<file path="src/rtl/output_safety_sequencer.sv">
// Output-unit sequencer: drives redundant relay and dynamic switch controls,
// runs a power-on self-test with readback, and latches the safe state on faults.
module output_safety_sequencer #(
  parameter int unsigned TOGGLE_HALF    = 8,
  parameter int unsigned TEST_CYCLES    = 16,
  parameter int unsigned MISMATCH_LIMIT = 3,
  parameter int unsigned FB_TIMEOUT     = 32
) (
  input  logic       clk,
  input  logic       rst,
  input  logic       start,
  input  logic       cmpValid,
  input  logic       cmpMatch,
  input  logic       fbRelay,
  input  logic       fbSwitchOpen,
  input  logic       clearFault,
  output logic       relayCtrl1,
  output logic       relayCtrl2,
  output logic       switchCtrl1,
  output logic       switchCtrl2,
  output logic [1:0] state,
  output logic [1:0] faultCode,
  output logic [7:0] mismatchCnt
);

  typedef enum logic [1:0] {
    IDLE     = 2'd0,
    SELFTEST = 2'd1,
    RUN      = 2'd2,
    FAULT    = 2'd3
  } state_t;

  typedef enum logic [1:0] {
    FC_NONE     = 2'd0,
    FC_SELFTEST = 2'd1,
    FC_MISMATCH = 2'd2,
    FC_READBACK = 2'd3
  } fault_t;

  localparam logic [7:0] TEST_LAST  = 8'(TEST_CYCLES - 1);
  localparam logic [7:0] HALF_LAST  = 8'(TOGGLE_HALF - 1);
  localparam logic [7:0] MM_LIMIT   = 8'(MISMATCH_LIMIT);
  localparam logic [7:0] FB_LIMIT   = 8'(FB_TIMEOUT);

  state_t     state_q;
  logic [7:0] test_cnt;
  logic [7:0] toggle_cnt;
  logic [7:0] fb_cnt;

  logic [7:0] mm_next;
  logic [7:0] fb_next;
  logic       mm_strobe;
  logic       mm_hit;
  logic       fb_bad;
  logic       fb_hit;
  logic       readback_safe;

  assign state = state_q;

  // RUN-time fault detection: both counters saturate so they never wrap to 0.
  always_comb begin
    mm_next       = (mismatchCnt == 8'hFF) ? 8'hFF : mismatchCnt + 8'd1;
    fb_next       = (fb_cnt == 8'hFF) ? 8'hFF : fb_cnt + 8'd1;
    mm_strobe     = cmpValid & ~cmpMatch;
    mm_hit        = mm_strobe & (mm_next == MM_LIMIT);
    fb_bad        = ~fbRelay | fbSwitchOpen;
    fb_hit        = fb_bad & (fb_next == FB_LIMIT);
    readback_safe = ~fbRelay & fbSwitchOpen;
  end

  // Outputs are computed from the next state so they change on the same edge.
  always_ff @(posedge clk or posedge rst) begin
    if (rst) begin
      state_q     <= IDLE;
      relayCtrl1  <= 1'b0;
      relayCtrl2  <= 1'b0;
      switchCtrl1 <= 1'b0;
      switchCtrl2 <= 1'b0;
      faultCode   <= FC_NONE;
      mismatchCnt <= 8'd0;
      test_cnt    <= 8'd0;
      toggle_cnt  <= 8'd0;
      fb_cnt      <= 8'd0;
    end else begin
      relayCtrl2 <= 1'b0;
      case (state_q)
        IDLE: begin
          relayCtrl1  <= 1'b0;
          switchCtrl1 <= 1'b0;
          switchCtrl2 <= 1'b0;
          if (start) begin
            state_q     <= SELFTEST;
            test_cnt    <= 8'd0;
            mismatchCnt <= 8'd0;
            fb_cnt      <= 8'd0;
          end
        end

        SELFTEST: begin
          relayCtrl1  <= 1'b0;
          switchCtrl1 <= 1'b0;
          switchCtrl2 <= 1'b0;
          if (test_cnt == TEST_LAST) begin
            test_cnt <= 8'd0;
            if (readback_safe) begin
              state_q     <= RUN;
              relayCtrl1  <= 1'b1;
              switchCtrl1 <= 1'b1;
              switchCtrl2 <= 1'b0;
              toggle_cnt  <= 8'd0;
              fb_cnt      <= 8'd0;
            end else begin
              state_q   <= FAULT;
              faultCode <= FC_SELFTEST;
            end
          end else begin
            test_cnt <= test_cnt + 8'd1;
          end
        end

        RUN: begin
          if (cmpValid) begin
            mismatchCnt <= cmpMatch ? 8'd0 : mm_next;
          end
          fb_cnt <= fb_bad ? fb_next : 8'd0;

          // Mismatch takes priority when both faults land in the same cycle.
          if (mm_hit || fb_hit) begin
            state_q     <= FAULT;
            faultCode   <= mm_hit ? FC_MISMATCH : FC_READBACK;
            relayCtrl1  <= 1'b0;
            switchCtrl1 <= 1'b0;
            switchCtrl2 <= 1'b0;
            toggle_cnt  <= 8'd0;
          end else begin
            relayCtrl1 <= 1'b1;
            if (toggle_cnt == HALF_LAST) begin
              toggle_cnt  <= 8'd0;
              switchCtrl1 <= ~switchCtrl1;
              switchCtrl2 <= switchCtrl1;
            end else begin
              toggle_cnt <= toggle_cnt + 8'd1;
            end
          end
        end

        FAULT: begin
          relayCtrl1  <= 1'b0;
          switchCtrl1 <= 1'b0;
          switchCtrl2 <= 1'b0;
          if (clearFault) begin
            state_q     <= IDLE;
            faultCode   <= FC_NONE;
            mismatchCnt <= 8'd0;
            fb_cnt      <= 8'd0;
          end
        end

        default: begin
          state_q <= IDLE;
        end
      endcase
    end
  end

endmodule

</file>
<file path="config.mk">
export PLATFORM = sky130hd
export DESIGN_NAME = output_safety_sequencer
export DESIGN_NICKNAME = d
export VERILOG_FILES = /design/src/rtl/output_safety_sequencer.sv
export SDC_FILE = /design/constraint.sdc
export NUM_CORES = 1
export LEC_CHECK = 0
export BUFFER_PORTS_ARGS = -buffer_cell sky130_fd_sc_hd__buf_2
export CAP_MARGIN = 25
export CORE_MARGIN = 5
export CORE_UTILIZATION = 50
export CTS_BUF_LIST = sky130_fd_sc_hd__clkbuf_4 sky130_fd_sc_hd__clkbuf_8
export CTS_CLUSTER_SIZE = 14
export DETAILED_ROUTE_END_ITERATION = 8
export HOLD_SLACK_MARGIN = 0.02
export PLACE_DENSITY_LB_ADDON = 0.1
export SKIP_CTS_REPAIR_TIMING = 1
export SLEW_MARGIN = 20
export SYNTH_ARGS = -nofsm -noshare
export SYNTH_HDL_FRONTEND = slang
export SYNTH_SLANG_ARGS = --single-unit
</file>
<file path="constraint.sdc">
create_clock -name clk -period 2.9 [get_ports clk]
set_clock_uncertainty 0.2 [all_clocks]
set_input_delay 0 -clock clk [delete_from_list [all_inputs] [get_ports clk]]
set_output_delay 0 -clock clk [all_outputs]
set_load 0.02 [all_outputs]
</file>
==> results.md, run 1 <==
Floorplan:
- The floorplan core area is 4720 um^2.
- The number of placement rows is 25.
- The die height is between 70 and 80 um.
- The floorplan step defined a die boundary enclosing 6360 um^2.
- Pin placement for this block handled 24 I/O pins.
- The die boundary width is 79.7 um.
- The initial utilization of the core area, before any placement, comes to 51.5%.

Yosys:
- The number of synthesized register bits is 39.
- In the synthesized netlist the async set-or-reset flop fraction comes to 100%.
- The library cell with the largest summed area after synthesis is sky130_fd_sc_hd__dfrtp_1.
- By count the netlist is led by sky130_fd_sc_hd__dfrtp_1, sky130_fd_sc_hd__nand2_1, sky130_fd_sc_hd__o21ai_0.
- The synthesized design contains 0 enable-type register cells.
- The sequential area share after synthesis is 40.1%.
- A synthesized cell averages 8.63 um^2.
- Synthesis produced a netlist with a net count of about 300.
- The dominant register cell in the synthesized netlist is sky130_fd_sc_hd__dfrtp_1.
- By area the synthesized netlist is led by sky130_fd_sc_hd__dfrtp_1, sky130_fd_sc_hd__o21ai_0, sky130_fd_sc_hd__nand2_1.
- The synthesized netlist contains 52 unique library cells.
- Summed over its instances, the top area cell type makes up between 40% and 50% of the synthesized netlist area.
- During synthesis, Yosys emitted a total of 0 warnings.
- By instance count, the leading cell after synthesis is sky130_fd_sc_hd__dfrtp_1.
- After technology mapping, the gate count stands at around 280.
- The mapped cell area is around 2400 um^2.

Pwr:
- The clock network accounts for between 10% and 20% of the total power.
- The net switching power of the design is ~0.0008 W.
- In this run the static leakage power is ~1.2 nW.
- The internal power of the cells totals approximately 0.0012 W.
- The power density over cell area is roughly 720 nW/um^2.
- Combinational cells account for between 40% and 50% of the total power.
- Net switching is 41.3% of the power.
- Of the total power, registers draw between 30% and 40%.
- The worst-case IR drop observed on VDD is approximately 0.0004 V.

Layout:
- The layout has between 400 and 500 filler cells.
- The net total in the final layout is 327.
- The repair_antennas step left the layout with diodes totalling 0.
- The multi-input combinational cells in the finished layout cover a total of ~1300 um^2.
- The layout-stage area growth over the synthesis result is 12.0%.
- Summing all flip-flop and latch instances after layout gives 976 um^2.
- The utilization of the core after routing is 57.7%.
- Cells with a size suffix above 1 make up between 10% and 20% of the layout.

Clock tree:
- No sink is reached through more buffers than the 2 on the longest clock path.
- The CTS buffer count is 5.
- The clock latency of the later-clocked register in the worst-skew pair is 0.29 ns.
- The CTS tree is built.
- The clock drives 39 sinks.
- The buffer type at the clock tree root is sky130_fd_sc_hd__clkbuf_8.
- The clock transition at the registers of the reported paths is approximately 0.08 ns.
- The maximum level of the CTS H-tree is 2.

Drt:
- The total wire length is a little under 5000 um.
- The first detailed-routing pass took 4 iterations.
- In the final routed layout, each cell accounts on average for around 13 um.
- For this block, the initial DRC count from the detailed router was around 100.
- The final routed DRC violation total is 0.
- The routed layout has 2035 vias.
- The residual antenna-violating net count after detailed routing is 0.
- Dividing the detail-routed via count by the number of cells gives 5.38.

Setup path:
- The endpoint class of the critical path is a flip-flop.
- The data arrival at the endpoint of the critical path is between 2 and 3 ns.
- In this run the worst path has a maximum fanout of 7.
- The buffers plus inverters on the worst setup path is 0.
- Broken down by cell family, the worst path's largest delay share belongs to simple AND/OR/NAND/NOR gates.
- The number of cell instances on the worst register-to-register path is 7.
- The kind of critical path is flip-flop to flip-flop.
- The critical-path cell with the highest stage delay is sky130_fd_sc_hd__or3b_4.
- The critical path goes through ha_1 > and3_1 > and3_1 > o2111ai_1 > o211a_1 > or3b_4 > o311ai_2.
- The critical path's largest stage delay is ~0.44 ns.
- The cell that appears most often on the critical path is sky130_fd_sc_hd__and3_1.
- The critical path runs through a total of 7 cells.
- The critical path data required time is a little under 3 ns.
- The critical path launch point type is a flip-flop.

STA:
- The final-report max-slew violation count is 0.
- The final count of hold timing violations is 1.
- Hold timing on the final database bottoms out at a slack of -0.0128 ns.
- The worst pin sits at a relative slew slack of about two thirds.
- The slew at the pin with the worst max-slew slack is 0.520 ns.
- The final critical delay including setup and external delays is roughly 2.6 ns.
- In the finished design, the share of the clock period the worst path needs comes to 91.2%.
- The final count of negative-setup-slack endpoints is 0.
- The final setup TNS is 0 ns.
- The maximum clock frequency is 378 MHz.
- Setup repair after global routing left no endpoint under its margin.

Global route:
- The via count of the first global-routing pass came to 1872.
- The overall routing resource usage is between 15 and 20%.
- The wire length of the first global-routing pass is around 8600 um.
- The number of antenna violations at the first check in global routing is 0.
- The maximum number of pins on one net before global-route repair is 40.
- The overflow left after global routing is 0.

Outcome:
- The checks that failed: negative hold slack.
- The run finished, with violations left.

Worst hold path:
- Counting instances, the worst hold path has a depth of 4.
- The worst hold path belongs to the class input pin to flip-flop.

Place:
- Input and output buffers added on the ports amount to 22.
- Summed over all nets, the half-perimeter wirelength after detailed placement is approximately 3600 um.
- The congestion estimate from routability-driven global placement came to around 0.82.

Run:
- The number of max-cap violations is 0.
## routing by layer
metal	track usage, %	wire (um)
met1	23.1	2370
met2	26.7	2370
met3	4.40	144
met4	5.41	55
met5	0	0
## power by group through the flow
stage / combinational, W / sequential [W] / clock, W
detailed placement: 0.000894 / 0.000714 / 0
finish: 0.000890 / 0.000703 / 0.000371
global route: 0.00102 / 0.000716 / 0.000412
global placement: 0.000897 / 0.000709 / 0
floorplan: 0.000612 / 0.000755 / 0
CTS: 0.000898 / 0.000703 / 0.000384
## sequential cells by signal, summed over array words and instances, names as in the netlist
| register | flops |
|---|---|
| test_cnt | 8 |
| fb_cnt | 8 |
| faultCode | 2 |
| relayCtrl1 | 1 |
| switchCtrl2 | 1 |
| state | 2 |
| mismatchCnt | 8 |
| toggle_cnt | 8 |
| switchCtrl1 | 1 |
## cells by family after synthesis
logic type / after synthesis / synth area share (%)
AO/OA/AOI/OAI: 81 / 21.0
other: 1 / 0.154
buffers and inverters: 28 / 5.71
AND/OR/NAND/NOR: 116 / 25.1
multiplexers: 5 / 2.21
flip-flops: 39 / 40.1
XOR/XNOR: 3 / 1.08
adder cells (fa/ha/maj): 9 / 4.63
## cell type report
class | instances | share of cell area, %
multi-input cells | 215 | 48.4
repair buffers | 32 | 7.07
flip-flops and latches | 39 | 35.8
clock buffers | 7 | 3.08
well taps | 67 | 3.08
clock inverters | 1 | 0.184
inverters | 17 | 2.34
## path summary, 6_finish.rpt
check | end | slack, ns | from
setup / recovery | toggle_cnt[4]$_DFFE_PP0P_ | 0.26 | fb_cnt[0]$_DFFE_PP0P_
max in group asynchronous | mismatchCnt[6]$_DFFE_PP0P_ | 1.98 | rst
hold / removal | state[0]$_DFFE_PP0P_ | -0.01 | fbRelay
setup reg to reg | toggle_cnt[4]$_DFFE_PP0P_ | 0.26 | fb_cnt[0]$_DFFE_PP0P_
hold reg to reg | test_cnt[7]$_DFFE_PP0P_ | 0.28 | test_cnt[7]$_DFFE_PP0P_
min in group asynchronous | fb_cnt[7]$_DFFE_PP0P_ | 0.18 | rst
## through the flow
step                      power [W]  setup slack (ns)  cell area (um^2)  hold WS (ns)  std cells
final                       0.00196             0.256              2730       -0.0128        378
after detailed placement    0.00161             0.195              2600       -0.0467        367
after global placement      0.00161             0.268              2600       -0.0529        367
after floorplan             0.00137             0.393              2430       0.00509        282
after global routing        0.00215            0.0504              2730        0.0248        378
after CTS                   0.00198             0.174              2690        -0.364        375
## layout by cell type (no fill, tap or decap), drive strengths merged, types with 3 or more instances in the layout
| master | n |
|---|---|
| clkbuf | 7 |
| nor2 | 15 |
| dlygate4sd3 | 3 |
| o21ai | 29 |
| nor3 | 4 |
| a21oi | 25 |
| or3 | 4 |
| inv | 17 |
| nand3 | 17 |
| and3 | 8 |
| nor3b | 3 |
| nor2b | 5 |
| dfrtp | 39 |
| nand4 | 3 |
| buf | 29 |
| o211ai | 6 |
| nand2b | 7 |
| nand2 | 35 |
| ha | 9 |
| a31oi | 3 |
| mux2 | 3 |
| or2 | 4 |
| o31ai | 5 |
## tightest hold or removal path, delay by kind of cell
family          cells  cell delay (ns)
mux                 1             0.14
compound gates      2             0.21
buf+inv             1             0.09
(Power assumes the default switching activity.)
==> run 2, diff against run 1 <==
--- a/config.mk
+++ b/config.mk
@@ -5,7 +5,7 @@
 export SDC_FILE = /design/constraint.sdc
 export NUM_CORES = 1
 export LEC_CHECK = 0
-export BUFFER_PORTS_ARGS = -buffer_cell sky130_fd_sc_hd__buf_2
+export BUFFER_PORTS_ARGS = -buffer_cell sky130_fd_sc_hd__buf_4
 export CAP_MARGIN = 25
 export CORE_MARGIN = 5
 export CORE_UTILIZATION = 50
==> run 2 against run 1 <==
The flow now finishes without violations. Maximum frequency shrank 1.1%. Cell area is 2.4% higher. Clock-buffer cell count did not move. First-iteration DRC count down 6.9%. Flip-flop and latch count did not move. Cell count increased by 0.26%. Clock power is essentially flat. Total power up 2.2%. Combinational power increased by 4.5%. Largest power group unchanged. Highest routed layer unchanged.
==> results.md, run 2 (synthesis gave the netlist of run 1 again) <==
Outcome:
- The run finished with clean final reports.

Run:
- The number of max-cap violations was 0 (unchanged).

STA:
- The slew at the pin with the worst max-slew slack is 0.544 ns (+0.0248 ns).
- The final critical delay including setup and external delays is 2.67 ns (+0.0299 ns).
- Setup repair after global routing left no endpoint under its margin.
- The final count of negative-setup-slack endpoints is 0 (unchanged).
- The post-route clock period utilization came to 92.2% (+1.0 points).
- The final worst hold slack was 0.0273 ns (+0.0401 ns).
- The maximum clock frequency is 374 MHz (-1.1%).
- The final setup TNS is 0 ns (unchanged).
- The final-report max-slew violation count is 0 (unchanged).
- The final count of hold timing violations is 0 (-1).
- The worst-case setup margin in the final layout is 0.226 ns (-0.0299 ns).
- The worst slew margin relative to its limit is 63.4% (-1.7 points).

Floorplan:
- The full die area is 6360 um^2 (unchanged).
- The boundary pin count is 24 (unchanged).
- The floorplan core area is 4720 um^2 (unchanged).
- The die boundary width is 79.7 um (unchanged).
- The die height came to 79.7 um (unchanged).
- The starting density of the core is 51.5% (unchanged).
- The number of placement rows was 25 (unchanged).

Layout:
- Compared with the post-synthesis result, the final layout area differs by 14.7%.
- The layout cell share with drive strength beyond 1 is 17.0% (-0.055 points).
- The library cell used most frequently in the layout, excluding fill and tap cells, is sky130_fd_sc_hd__dfrtp_1.
- The net total in the final layout is 328 (+0.31%).
- The final-layout fill cell count came to 412 (-4.6%).
- In the layout the commonest cells are sky130_fd_sc_hd__dfrtp_1, sky130_fd_sc_hd__nand2_1, sky130_fd_sc_hd__o21ai_0, sky130_fd_sc_hd__buf_4, sky130_fd_sc_hd__a21oi_1.
- The final design area excluding fillers came to 2790 um^2 (+2.4%).
- The total inserted antenna cells is 0 (unchanged).

Setup path:
- The largest fanout on the critical path was 7 (unchanged).
- The critical path data required time is 2.90 ns (about the same).
- The worst setup path is of the flip-flop to flip-flop kind.
- The critical path's largest stage delay is 0.44 ns (about the same).
- The slowest stage of the critical path belongs to the cell sky130_fd_sc_hd__or3b_4.
- Walking the worst path, the cells encountered are ha_1 > and3_1 > and3_1 > o2111ai_1 > o211a_1 > or3b_4 > o311ai_2.
- The most numerous cell on the critical path is sky130_fd_sc_hd__and3_1.
- The worst setup path is captured at a flip-flop.
- The critical path launch point type is a flip-flop.
- The data arrival at the endpoint of the critical path is 2.67 ns (+0.03 ns).

Clock tree:
- The clock sink total came to 39 (unchanged).
- The clock transition at the registers of the reported paths is 0.08 ns (about the same).
- TritonCTS built the clock tree.
- The maximum count of clock buffers along a single path came to 2 (unchanged).
- The CTS buffer count was 5 (unchanged).
- The maximum level of the CTS H-tree is 2 (unchanged).
- The buffer type at the clock tree root is sky130_fd_sc_hd__clkbuf_8.
- The clock latency of the later-clocked register in the worst-skew pair is 0.29 ns (about the same).

Pwr:
- The largest vdd supply drop was 0.000353 V (-9.4%).
- The leakage dissipation was 1.25 nW (+1.0%).
- The power density over cell area is 719 nW/um^2 (-0.15%).

Global route:
- The overall routing resource usage was 17.5% (+0.39 points).
- The wire length of the first global-routing pass is 8830 um (+2.1%).
- The via count of the first global-routing pass was 1894 (+1.2%).
- The number of antenna violations at the first check in global routing came to 0 (unchanged).
- The overflow left after global routing came to 0 (unchanged).
- The maximum number of pins on one net before global-route repair was 40 (unchanged).

Drt:
- The residual antenna-violating net count after detailed routing came to 0 (unchanged).
- The via count of the routed design was 2080 (+2.2%).
- The total wire length is 5150 um (+4.2%).
- The detail-routed via count per cell is 5.49 (+1.9%).
- The average wire length per cell after detail routing was 13.6 um (+3.9%).
- The count of TritonRoute iterations in the first routing pass is 6 (+2).
- The final routed DRC violation total is 0 (unchanged).
- The violation count after the first detailed-routing iteration is 95 (-6.9%).

Place:
- The post-detailed-placement half-perimeter wirelength is 3620 um (+1.2%).
- The total cell area at the placement stage is 2660 um^2 (+2.1%).
- The global placer's final weighted congestion came to 0.802 (-1.8%).
- The pre-CTS setup slack was 0.192 ns (-0.00250 ns).
- The total of buffers placed on input and output ports came to 22 (unchanged).

Worst hold path:
- The tightest min-delay check is of the input pin to flip-flop type.
## run 2: layout make-up
| class | count | area [um^2] | share of cell area (%) |
|---|---|---|---|
| flip-flops and latches | 39 | 976 | 35.0 |
| clock inverters | 1 | 5.00 | 0.179 |
| inverters | 17 | 63.8 | 2.29 |
| clock buffers | 7 | 83.8 | 3.00 |
| multi-input cells | 215 | 1320 | 47.3 |
| well taps | 67 | 83.8 | 3.00 |
| repair buffers | 33 | 258 | 9.24 |
## run 2: metrics by stage
stage	total power (W)	utilization, %	cells
finish	0.00201	59.1	379
global route	0.00217	59.1	379
CTS	0.00202	58.2	375
detailed placement	0.00164	56.3	367
global placement	0.00163	56.3	367
floorplan	0.00137	-	282
## run 2: worst paths after layout
kind,depth (start not counted),to,slack (ns),startpoint
setup / recovery,7,toggle_cnt[4]$_DFFE_PP0P_,0.23,fb_cnt[0]$_DFFE_PP0P_
hold / removal,5,state[0]$_DFFE_PP0P_,0.03,fbSwitchOpen
setup reg to reg,7,toggle_cnt[4]$_DFFE_PP0P_,0.23,fb_cnt[0]$_DFFE_PP0P_
hold reg to reg,1,test_cnt[7]$_DFFE_PP0P_,0.29,test_cnt[7]$_DFFE_PP0P_
max in group asynchronous,4,mismatchCnt[7]$_DFFE_PP0P_,1.96,rst
min in group asynchronous,4,fb_cnt[7]$_DFFE_PP0P_,0.19,rst
## run 2: report_power, final
group,internal (W),switching (W)
combinational,0.000366,0.000564
sequential,0.000626,0.0000773
clock,0.000188,0.000187
total,0.00118,0.000828
## run 2: worst max-delay path: cells and delay by family (launching register included)
| family | cells | cell delay, ns |
|---|---|---|
| adder cells (fa/ha/maj) | 1 | 0.29 |
| AO/OA/AOI/OAI | 3 | 0.82 |
| flip-flops | 1 | 0.42 |
| AND/OR/NAND/NOR | 3 | 0.86 |
## run 2: layer usage
| metal | share of wire, % | GRT usage (%) | vias to the layer above |
|---|---|---|---|
| met5 | 0 | 0 | - |
| met4 | 1.0 | 4.90 | 0 |
| met3 | 3.1 | 4.85 | 5 |
| met2 | 49 | 28.8 | 25 |
| met1 | 47 | 22.4 | 986 |
| li1 | - | - | 1064 |
==> run 3, diff against run 2 <==
--- a/config.mk
+++ b/config.mk
@@ -8,7 +8,7 @@
 export BUFFER_PORTS_ARGS = -buffer_cell sky130_fd_sc_hd__buf_4
 export CAP_MARGIN = 25
 export CORE_MARGIN = 5
-export CORE_UTILIZATION = 50
+export CORE_UTILIZATION = 40
 export CTS_BUF_LIST = sky130_fd_sc_hd__clkbuf_4 sky130_fd_sc_hd__clkbuf_8
 export CTS_CLUSTER_SIZE = 14
 export DETAILED_ROUTE_END_ITERATION = 8
==> constraint.sdc (replaced) <==
create_clock -name clk -period 3.3 [get_ports clk]
set_clock_uncertainty 0.2 [all_clocks]
set_input_delay 0 -clock clk [delete_from_list [all_inputs] [get_ports clk]]
set_output_delay 0 -clock clk [all_outputs]
set_load 0.02 [all_outputs]
==> run 3 against run 2 <==
Register-to-register slack better by 0.16 ns. Sequential share of layout area is 0.33 points higher. Die area is 22% higher. Clock power is 13% lower. Critical path type unchanged. The run now ends with negative hold slack left. Worst hold slack worse by 0.053 ns. Setup slack better by 0.16 ns. Total power is 14% lower. Flip-flop and latch count stayed put. Maximum frequency is 8.1% lower. Wire length is 1.6% higher. Critical endpoint unchanged. Largest power group unchanged.
==> results.md, run 3 (synthesis gave the netlist of run 1 again) <==
Outcome:
- The flow ran to the end, but the final reports show violations.
- The final reports fail on negative hold slack.

Clock tree:
- The maximum level of the CTS H-tree is 2 (unchanged).
- The clock latency of the later-clocked register in the worst-skew pair is 0.29 ns (about the same).
- TritonCTS built the clock tree.
- The CTS buffer count is 5 (unchanged).
- The clock sink total is 39 (unchanged).
- The clock transition at the registers of the reported paths is 0.07 ns (about the same).
- The maximum count of clock buffers along a single path is 2 (unchanged).
- CTS placed an instance of sky130_fd_sc_hd__clkbuf_8 at the clock tree root.

Drt:
- The violation count after the first detailed-routing iteration is 59 (-38%).
- The top routing layer in use is met4.
- The final routed DRC violation total was 0 (unchanged).
- The detail-routed via count per cell is 5.42 (-1.3%).
- The sum of met2 wire segment lengths after detailed routing came to 2480 um (-1.3%).
- The wire length the detailed router placed on met1 is 2520 um (+4.0%).
- The average wire length per cell after detail routing is 13.7 um (+0.78%).
- The count of TritonRoute iterations in the first routing pass is 6 (unchanged).
- The amount of wire on met3 after detailed routing is 161 um (+2.5%).
- The via count of the routed design is 2069 (-0.53%).
- The residual antenna-violating net count after detailed routing is 0 (unchanged).
- The total wire length was 5230 um (+1.6%).

Setup path:
- The critical path data required time is 3.29 ns (+0.39 ns).
- The kind of critical path is flip-flop to flip-flop.
- The timing endpoint of the critical path is toggle_cnt[4]$_DFFE_PP0P_.
- The number of cell instances on the worst register-to-register path was 7 (unchanged).
- The data arrival at the endpoint of the critical path is 2.90 ns (+0.23 ns).
- The largest fanout on the critical path is 12 (+5).
- The startpoint of the lowest-slack register-to-register path is fb_cnt[0]$_DFFE_PP0P_.
- The register-to-register setup slack is 0.39 ns (+0.16 ns).
- In this run the worst setup path begins at fb_cnt[0]$_DFFE_PP0P_.
- The worst flop-to-flop path endpoint is toggle_cnt[4]$_DFFE_PP0P_.
- The critical path launch point type is a flip-flop.
- STA classifies the critical path endpoint as a flip-flop.

STA:
- The final critical delay including setup and external delays is 2.91 ns (+0.237 ns).
- The final count of negative-setup-slack endpoints is 0 (unchanged).
- The final count of hold timing violations came to 1 (+1).
- The slew at the pin with the worst max-slew slack was 0.511 ns (-0.0332 ns).
- The final setup TNS came to 0 ns (unchanged).
- The worst slew margin relative to its limit is 65.8% (+2.4 points).
- The final-report max-slew violation count was 0 (unchanged).
- The final worst hold slack is -0.0256 ns (-0.0529 ns).
- Setup repair after global routing left no endpoint under its margin.
- The post-route clock period utilization came to 88.2% (-4.0 points).
- The maximum clock frequency is 344 MHz (-8.1%).

Global route:
- The via count of the first global-routing pass is 1920 (+1.4%).
- The overflow left after global routing is 0 (unchanged).
- The maximum number of pins on one net before global-route repair came to 40 (unchanged).
- The overall routing resource usage is 14.8% (-2.6 points).
- The number of antenna violations at the first check in global routing is 0 (unchanged).
- The wire length of the first global-routing pass is 9140 um (+3.5%).

Pwr:
- The largest vdd supply drop is 0.000310 V (-12%).
- The part of the power in registers was 36.3% (+1.3 points).
- The part of the power in the clock network came to 18.7% (about the same).
- The leakage dissipation is 1.23 nW (-1.8%).
- The switching part of the total power is 41.6% (+0.32 points).
- The combinational group share of total power is 45.0% (-1.3 points).
- The power density over cell area was 627 nW/um^2 (-13%).
- The net switching power of the design is 0.000720 W (-13%).
- The design internal power came to 0.00101 W (-14%).

Layout:
- The utilization of the core after routing is 46.7% (-12 points).
- The layout-stage area growth over the synthesis result is 13.6%.
- Leaving out fill and tap cells, the most frequent cells in the layout are sky130_fd_sc_hd__dfrtp_1, sky130_fd_sc_hd__nand2_1, sky130_fd_sc_hd__o21ai_0.
- The net total in the final layout was 324 (-1.2%).
- The final-layout fill cell count came to 595 (+44%).
- The library cell used most frequently in the layout, excluding fill and tap cells, is sky130_fd_sc_hd__dfrtp_1.
- The layout cell share with drive strength beyond 1 was 15.6% (-1.4 points).
- The area of the multi-input gates is 1320 um^2 (-0.19%).
- The final design area excluding fillers is 2760 um^2 (-0.94%).
- The total inserted antenna cells was 0 (unchanged).
- The sequential cell area in the final layout is 976 um^2 (unchanged).

Floorplan:
- The starting density of the core is 41.1% (-10 points).
- The boundary pin count was 24 (unchanged).
- The floorplan core area came to 5920 um^2 (+25%).
- The number of placement rows is 28 (+12%).
- The die boundary width is 88.0 um (+10%).
- The die height was 88.0 um (+10%).
- The full die area is 7740 um^2 (+22%).

Run:
- The number of max-cap violations is 0 (unchanged).

Place:
- The global placer's final weighted congestion came to 0.813 (+1.4%).
- The post-detailed-placement half-perimeter wirelength was 3760 um (+3.9%).
- The total cell area at the placement stage is 2650 um^2 (-0.47%).
- The total of buffers placed on input and output ports is 22 (unchanged).

Worst hold path:
- The path class of the tightest hold or removal check is input pin to flip-flop.
run 3: cell count changes in the layout (fill, tap and decap cells not counted), sizes merged:
cell	previous run	this run
buf	29	26
clkbuf	7	6
dlygate4sd3	4	3
run 3: cell type report:
cell class	instances	share of cell area [%]
Multi-Input combinational cell	215	47.7
Sequential cell	39	35.3
Timing Repair Buffer	29	8.15
Tap cell	75	3.40
Clock buffer	6	2.99
Inverter	17	2.31
Clock inverter	1	0.181
run 3: worst min path at each step:
stage	from	endpoint	cells after the start
3_5_place_dp	rst	fb_cnt[6]$_DFFE_PP0P_	3
6_report	fbRelay	state[0]$_DFFE_PP0P_	4
4_1_cts	rst	fb_cnt[5]$_DFFE_PP0P_	3
3_3_place_gp	rst	fb_cnt[7]$_DFFE_PP0P_	3
5_1_grt	fbRelay	state[0]$_DFFE_PP0P_	4
2_1_floorplan	rst	faultCode[0]$_DFFE_PP0P_	1
run 3: worst max-delay path: stages, from the launching register on:
cell                        delay (ns)
sky130_fd_sc_hd__dfrtp_1          0.42
sky130_fd_sc_hd__ha_1             0.28
sky130_fd_sc_hd__and3_1           0.23
sky130_fd_sc_hd__and3_1           0.17
sky130_fd_sc_hd__o2111ai_1        0.29
sky130_fd_sc_hd__o211a_1          0.42
sky130_fd_sc_hd__or3b_1           0.52
sky130_fd_sc_hd__o311ai_2         0.29
run 3: power groups by stage:
stage / logic, W / registers (W) / clock network (W)
CTS: 0.000786 / 0.000628 / 0.000339
floorplan: 0.000538 / 0.000663 / 0
global route: 0.000880 / 0.000643 / 0.000355
finish: 0.000780 / 0.000629 / 0.000324
global placement: 0.000779 / 0.000637 / 0
detailed placement: 0.000783 / 0.000638 / 0
run 3: routing by layer:
metal | track usage, % | vias up
met5 | 0 | -
met4 | 5.02 | 0
met3 | 3.29 | 8
met1 | 20.1 | 962
li1 | - | 1066
met2 | 23.5 | 33
run 3: stage by stage:
stage	worst slack [ns]	power, W	instances	hold WS (ns)
after floorplan	0.793	0.00120	282	0.00509
after global placement	0.491	0.00142	372	-0.0330
after detailed placement	0.403	0.00142	372	-0.0316
after CTS	0.381	0.00175	379	-0.352
after global routing	0.200	0.00188	382	0.0529
final	0.389	0.00173	382	-0.0256
